===== config.mk =====
export PLATFORM = sky130hd
export DESIGN_NAME = rca_seq_adder
export DESIGN_NICKNAME = d
export VERILOG_FILES = /design/src/rtl/rca_seq_adder.sv
export SDC_FILE = /design/constraint.sdc
export NUM_CORES = 1
export LEC_CHECK = 0
export ABC_CLOCK_PERIOD_IN_PS = 4400
export BUFFER_PORTS_ARGS = -buffer_cell sky130_fd_sc_hd__buf_4
export CORE_ASPECT_RATIO = 0.7
export CORE_MARGIN = 2
export CORE_UTILIZATION = 55
export CTS_CLUSTER_DIAMETER = 120
export DETAILED_ROUTE_END_ITERATION = 10
export MAX_ROUTING_LAYER = met4
export PLACE_DENSITY = 0.79
export SYNTH_ARGS = -nofsm -noshare
export SYNTH_HDL_FRONTEND = slang
export SYNTH_HIERARCHICAL = 1
export SYNTH_SLANG_ARGS = --single-unit

===== constraint.sdc =====
create_clock -name clk -period 4.4 [get_ports clk]
set_clock_uncertainty 0.15 [all_clocks]
set_input_delay 0.44 -clock clk [delete_from_list [all_inputs] [get_ports clk]]
set_output_delay 0.44 -clock clk [all_outputs]
set_load 0.005 [all_outputs]

===== src/rtl/rca_seq_adder.sv =====
// Word-serial wide adder: one N-bit ripple-carry slice is reused over WORDS words, LSW first.
// Define RCA_SEQ_OVF_EN to add the signed-overflow output (ovf).

module rca_fa (
  input  logic a_i,
  input  logic b_i,
  input  logic c_i,
  output logic s_o,
  output logic c_o
);
  assign s_o = a_i ^ b_i ^ c_i;
  assign c_o = (a_i & b_i) | (c_i & (a_i ^ b_i));
endmodule

module rca_seq_adder #(
  parameter  int N     = 4,
  parameter  int WORDS = 4,
  localparam int W     = N * WORDS
) (
  input  logic         clk,
  input  logic         rst_n,
  input  logic         start,
  input  logic [W-1:0] a,
  input  logic [W-1:0] b,
  input  logic         cin,
  output logic         busy,
  output logic         done,
  output logic [W-1:0] sum,
  output logic         cout
`ifdef RCA_SEQ_OVF_EN
  ,
  output logic         ovf
`endif
);
  localparam int IW = (WORDS > 1) ? $clog2(WORDS) : 1;
  localparam logic [IW-1:0] LAST = IW'(WORDS - 1);

  typedef enum logic [1:0] {IDLE, RUN, DONE} state_e;

  state_e                      state_q, state_d;
  logic [IW-1:0]               idx_q, idx_d;
  logic                        carry_q, carry_d;
  logic [WORDS-1:0][N-1:0]     a_q, a_d, b_q, b_d, acc_q, acc_d;
  logic [W-1:0]                sum_q, sum_d;
  logic                        cout_q, cout_d;
`ifdef RCA_SEQ_OVF_EN
  logic                        ovf_q, ovf_d;
`endif

  // Slice datapath: c[0] is the stored inter-word carry, c[N] the slice carry-out.
  logic [N:0]   c;
  logic [N-1:0] s;
  assign c[0] = carry_q;

  for (genvar g = 0; g < N; g++) begin : g_fa
    rca_fa u_fa (
      .a_i (a_q[idx_q][g]),
      .b_i (b_q[idx_q][g]),
      .c_i (c[g]),
      .s_o (s[g]),
      .c_o (c[g+1])
    );
  end

  always_comb begin
    state_d = state_q;
    idx_d   = idx_q;
    carry_d = carry_q;
    a_d     = a_q;
    b_d     = b_q;
    acc_d   = acc_q;
    sum_d   = sum_q;
    cout_d  = cout_q;
`ifdef RCA_SEQ_OVF_EN
    ovf_d   = ovf_q;
`endif
    case (state_q)
      IDLE, DONE: begin
        state_d = IDLE;
        if (start) begin
          a_d     = a;
          b_d     = b;
          carry_d = cin;
          idx_d   = '0;
          state_d = RUN;
        end
      end
      RUN: begin
        acc_d[idx_q] = s;
        carry_d      = c[N];
        if (idx_q == LAST) begin
          sum_d   = acc_d;
          cout_d  = c[N];
`ifdef RCA_SEQ_OVF_EN
          ovf_d   = c[N] ^ c[N-1];
`endif
          state_d = DONE;
        end else begin
          idx_d = idx_q + 1'b1;
        end
      end
      default: state_d = IDLE;
    endcase
  end

  always_ff @(posedge clk or negedge rst_n) begin
    if (!rst_n) begin
      state_q <= IDLE;
      idx_q   <= '0;
      carry_q <= 1'b0;
      a_q     <= '0;
      b_q     <= '0;
      acc_q   <= '0;
      sum_q   <= '0;
      cout_q  <= 1'b0;
`ifdef RCA_SEQ_OVF_EN
      ovf_q   <= 1'b0;
`endif
    end else begin
      state_q <= state_d;
      idx_q   <= idx_d;
      carry_q <= carry_d;
      a_q     <= a_d;
      b_q     <= b_d;
      acc_q   <= acc_d;
      sum_q   <= sum_d;
      cout_q  <= cout_d;
`ifdef RCA_SEQ_OVF_EN
      ovf_q   <= ovf_d;
`endif
    end
  end

  assign busy = (state_q == RUN);
  assign done = (state_q == DONE);
  assign sum  = sum_q;
  assign cout = cout_q;
`ifdef RCA_SEQ_OVF_EN
  assign ovf  = ovf_q;
`endif

endmodule

Word level (Yosys, flattened, before mapping)
Index checks and enable logic that the tools add are counted.

storage, ports and cells
  bits in registers = 70
  bits of input ports = 36
  output and inout bits = 19
  logic and storage cells = 69

operators by class
  add/sub/neg operators = 1
  $lt $le $gt $ge = 2
  equality and inequality tests = 6
  mux-type cells = 15
  bitwise logic cells = 20
  reductions and logical operators = 8

operators by type and width
  operator             number
  $bmux 4 s2           2
  $bwmux 16            1
  $mux 4               3
  $and 1x1->1          8
  $demux 4 s2          1
  $pmux 2 s2           2
  $xor 1x1->1          8
  $mux 2               3
  $reduce_and 2->1     3
  $eq 2x2->1 const B   2
  $ne 2x2->1 const B   2
  $or 1x1->1           4
  $lt 2x3->1 const B   1
  $reduce_and 3->1     1
  $add 2x1->2 const B  1
  $eq 2x1->1 const B   1
  $ge 2x1->1 const B   1
  $logic_not 2->1      1
  $mux 1               2
  $ne 2x1->1 const B   1
  $pmux 1 s2           1
  $reduce_bool 2->1    1
  $reduce_or 2->1      1
  $logic_and 1x1->1    1

Depth between registers and ports, before layout
  depth after elaboration = 12
  gate-level depth with buffers = 8
  depth with buffers taken out = 7

Hierarchy
Netlist, hierarchy kept.

modules (own cells, without submodules)
  module         instances  cells each  area each (um^2)  sequential area each (um^2)
  rca_seq_adder  1          264         2949.1            1651.6
  rca_fa         4          1           20.0              0.0

Least setup slack after synthesis
OpenSTA, ideal clock, no wires.

  path kind = reg-to-reg
  start point = register idx_q[0]
  end point = register acc_q[11] (netlist bit)
  setup time = 0.125 ns
  arrival time = 3.121 ns
  required time = 4.125 ns
  slack = 1.004 ns
  cell stages (with the launch flop) = 8
  buffers on the path = 1
  period minus slack after synthesis = 3.396 ns
  cell sequence = dfrtp_1 -> buf_4 -> mux4_2 -> fa_1 -> fa_1 -> fa_1 -> fa_1 -> mux2_4

between the ends
  cells in the longest elaborated chain, start to end = 11
  elaborated cells on any way between the ends = 24
  classes of those cells = order compare: 2; mux: 7; bitwise: 14; reduce/logical: 1

RTL lines
  element                               line    source
  from (decl)                           41      logic [IW-1:0] idx_q, idx_d;
  from (signal assigned)                121     idx_q <= idx_d;
  $bmux 4 s2, on equally long branches  57, 58
  $mux 4, on equally long branches      57, 58
  $xor 1x1->1                           12      assign c_o = (a_i & b_i) | (c_i & (a_i ^ b_i));
  $and 1x1->1                           12
  $or 1x1->1 *                          12
  net c[1]                              51      logic [N:0] c;
  $and 1x1->1 *                         12
  $or 1x1->1 *                          12
  net c[2]                              51
  $and 1x1->1 *                         12
  $or 1x1->1 *                          12
  net c[3]                              51
  $xor 1x1->1 *                         11      assign s_o = a_i ^ b_i ^ c_i;
  net s[3]                              52      logic [N-1:0] s;
  $bwmux 16 *                           89      acc_d[idx_q] = s;
  to (signal assigned)                  113     acc_q <= '0;
  to (signal assigned)                  125     acc_q <= acc_d;
  to (decl)                             43      logic [WORDS-1:0][N-1:0] a_q, a_d, b_q, b_d, acc_q, acc_d;

The timed path passes the listed nets; every way through them passes the cells marked *. The select of a mux whose other input is x is not followed.
A chain may end at the register's enable or synchronous reset.

Worst setup path in the final report
  start point = register idx_q[0]
  end point = register sum_q[7], in the netlist sum[7]

between the ends
  cells in the longest elaborated chain, start to end = 11
  elaborated cells on any way between the ends = 26
  classes of those cells = order compare: 2; eq/ne: 1; mux: 7; bitwise: 14; reduce/logical: 2

RTL lines
  element                               line    source
  $bmux 4 s2, on equally long branches  57, 58
  $mux 4, on equally long branches      57, 58
  $xor 1x1->1                           12
  $and 1x1->1                           12
  $or 1x1->1 *                          12
  net c[1]                              51
  $and 1x1->1 *                         12
  $or 1x1->1 *                          12
  net c[2]                              51
  $and 1x1->1 *                         12
  $or 1x1->1 *                          12
  net c[3]                              51
  $xor 1x1->1 *                         11
  net s[3]                              52
  $bwmux 16 *                           89
  to (signal assigned)                  126     sum_q <= sum_d;
  to (decl)                             44      logic [W-1:0] sum_q, sum_d;

Marks and branches as above.

==> results.json <==
{
  "status": "complete, no violations",
  "gp_congestion": 0.853,
  "p_total_mw": 3.06,
  "cp-start-kind": "flip-flop",
  "synth_nets": 312,
  "cts_tree": "done",
  "hold_class": "input port to async pin",
  "syn_inst": 268,
  "grt_pass1_wl_um": 9920,
  "p_per_area_nw_per_um2": 849,
  "die_h_um": 66.1,
  "ys_types": 22,
  "die_w_um": 92.7,
  "seqCellArea_sq_um": 1650,
  "grt_overflow": 0,
  "vias": 1983,
  "pin_count": 55,
  "finalHoldViolations": 0,
  "grt_max_degree": 67,
  "insertedDiodeCount": 0,
  "wire_per_inst_um": 14.6,
  "worstSkewPairLatency_ns": 0.34,
  "rsz0062_at_grt": "false",
  "dieArea_sq_um": 6130,
  "grt_pass1_vias": 2033,
  "syn_area_per_cell_sq_um": 11.3,
  "fin_nets": 363,
  "rows": 22,
  "post-route-util": 0.682,
  "cts_resized": 0,
  "multi_input_comb_area_sq_um": 1270,
  "arrival_ns": 3.67,
  "numPortBuffers": 54,
  "rr_startpoint": "idx_q[0]",
  "cts_sinks": 66,
  "area_growth_pct": 19.0,
  "cap_violations": 0,
  "cts.clk_slew.worst_paths_ns": 0.07,
  "dp_hpwl_um": 4030,
  "initial_core_util": 0.573,
  "setup_tns_ns": 0,
  "first_pass_iters": 4,
  "irDropWorstVdd_uv": 490,
  "startpoint": "idx_q[0]",
  "mostFrequentLayoutCells": "110 x nand2_1, 66 x dfrtp_1, 56 x buf_4, 15 x o21ai_0, 13 x mux2i_1",
  "cts_root_buf": "clkbuf_8",
  "layout_commonest_cell": "nand2_1",
  "synth_seq_cells": 66,
  "clk_path_buf_depth": 2,
  "synth_top_area_share": 0.545,
  "synth_top_area_cell": "dfrtp_1",
  "post-cts-setup-buffers": 0,
  "drt_iter0_drc": 153,
  "drc": 0,
  "postCtsHoldBufs": 0,
  "drv_slew": 0,
  "netlist_top_cells_area": "dfrtp_1 55%, nand2_1 14%, mux2_4 5.9%",
  "max_freq_mhz": 280,
  "crit_fanout": 9,
  "ys_seq_area_frac": 0.545,
  "p_leak_nw": 1.90,
  "cp_data_required_time_ns": 4.50,
  "syn_area_sq_um": 3030,
  "relSlewSlack": 0.246,
  "worstSetupPathType": "flip-flop to flip-flop",
  "antenna_found_initial": 0,
  "coreArea_sq_um": 5290,
  "fillers": 417,
  "avgViaCountPerCell": 5.03,
  "cts_made_buffers": 9,
  "period_needed_ns": 3.57,
  "setup_violations": 0,
  "cp-end-kind": "flip-flop",
  "worst_slew_pin_slew_ns": 1.13,
  "ant_nets": 0,
  "grt.total_usage": 0.225,
  "h-tree-depth": 3,
  "period_share": 0.811,
  "yosys_warnings": 6,
  "drive_above_1_share": 0.314,
  "routed_wl_um": 5740
}
[critical path, cell delays in order (launching register included)]
cell and delay [ns]:
dfrtp_1 0.56, mux4_2 0.57, fa_1 0.45, fa_1 0.38
fa_1 0.41, fa_1 0.67, mux2i_1 0.13, o21ai_0 0.17
[synthesized netlist by cell type]
master and instances:
mux2_4 12, buf_4 5, inv_1 4, clkbuf_1 3
mux2_2 5, nand3b_4 1, nand2b_1 1, ha_1 4
o21ai_0 15, dfrtp_1 66, fa_1 4, buf_2 7
or3b_1 1, nand3_1 2, buf_6 1, mux4_2 8
nor2b_1 1, and2b_4 1, mux2i_1 13, and2b_1 1
nand2_4 3, nand2_1 110
[path summary, 6_finish.rpt]
path / endpoint / slack [ns] / depth (start not counted)
setup reg to reg: sum[7] / 0.83 / 7
min in group clk: b_q[2] / 0.14 / 3
hold / removal: sum[6] / 0.05 / 1
setup / recovery: sum[7] / 0.83 / 7
hold reg to reg: b_q[14] / 0.32 / 2
max in group asynchronous: sum[12] / 3.53 / 1
[metrics by stage]
stage	cell area [sq um]	hold slack [ns]	worst slack [ns]	cells
global route	3600	0.118	0.588	394
finish	3600	0.0469	0.833	394
global placement	3450	0.305	0.941	380
detailed placement	3450	0.312	0.825	380
CTS	3600	0.0700	0.808	394
floorplan	3030	-0.00559	1.00	268
[area by class of cell]
| cell class | instances | share of cell area |
|---|---|---|
| clock inverters | 4 | 0.00555 |
| flip-flops and latches | 66 | 0.458 |
| inverters | 4 | 0.00417 |
| repair buffers | 56 | 0.117 |
| clock buffers | 10 | 0.0382 |
| multi-input cells | 182 | 0.352 |
| well taps | 72 | 0.0250 |
[sequential cells by signal, indices dropped and copies added, names as in the netlist]
signal	flops
idx_q	2
acc_q	12
state_q	2
cout	1
sum	16
carry_q	1
b_q	16
a_q	16
[routing by layer]
layer  GRT usage  vias up  routed length (um)
met4      0.0717        0                  66
met3      0.0582       10                 263
li1            -      973                   -
met2       0.332       42                2690
met5           -        -                   0
met1       0.312      958                2720
[logic make-up (layout without fill, tap and decap cells)]
family / count (synthesis) / after routing / share of synthesized area
buffers and inverters: 20 / 74 / 0.0363
muxes: 38 / 38 / 0.180
and+or+nand+nor: 121 / 121 / 0.170
adders and majority gates: 8 / 8 / 0.0430
DFF: 66 / 66 / 0.545
AOI/OAI and AO/OA: 15 / 15 / 0.0248
[report_power, final]
part,internal (mW),total [mW],switching (mW)
Sequential,0.903,1.10,0.194
Clock,0.209,0.419,0.210
Combinational,0.773,1.54,0.770
(Power assumes the default switching activity.)
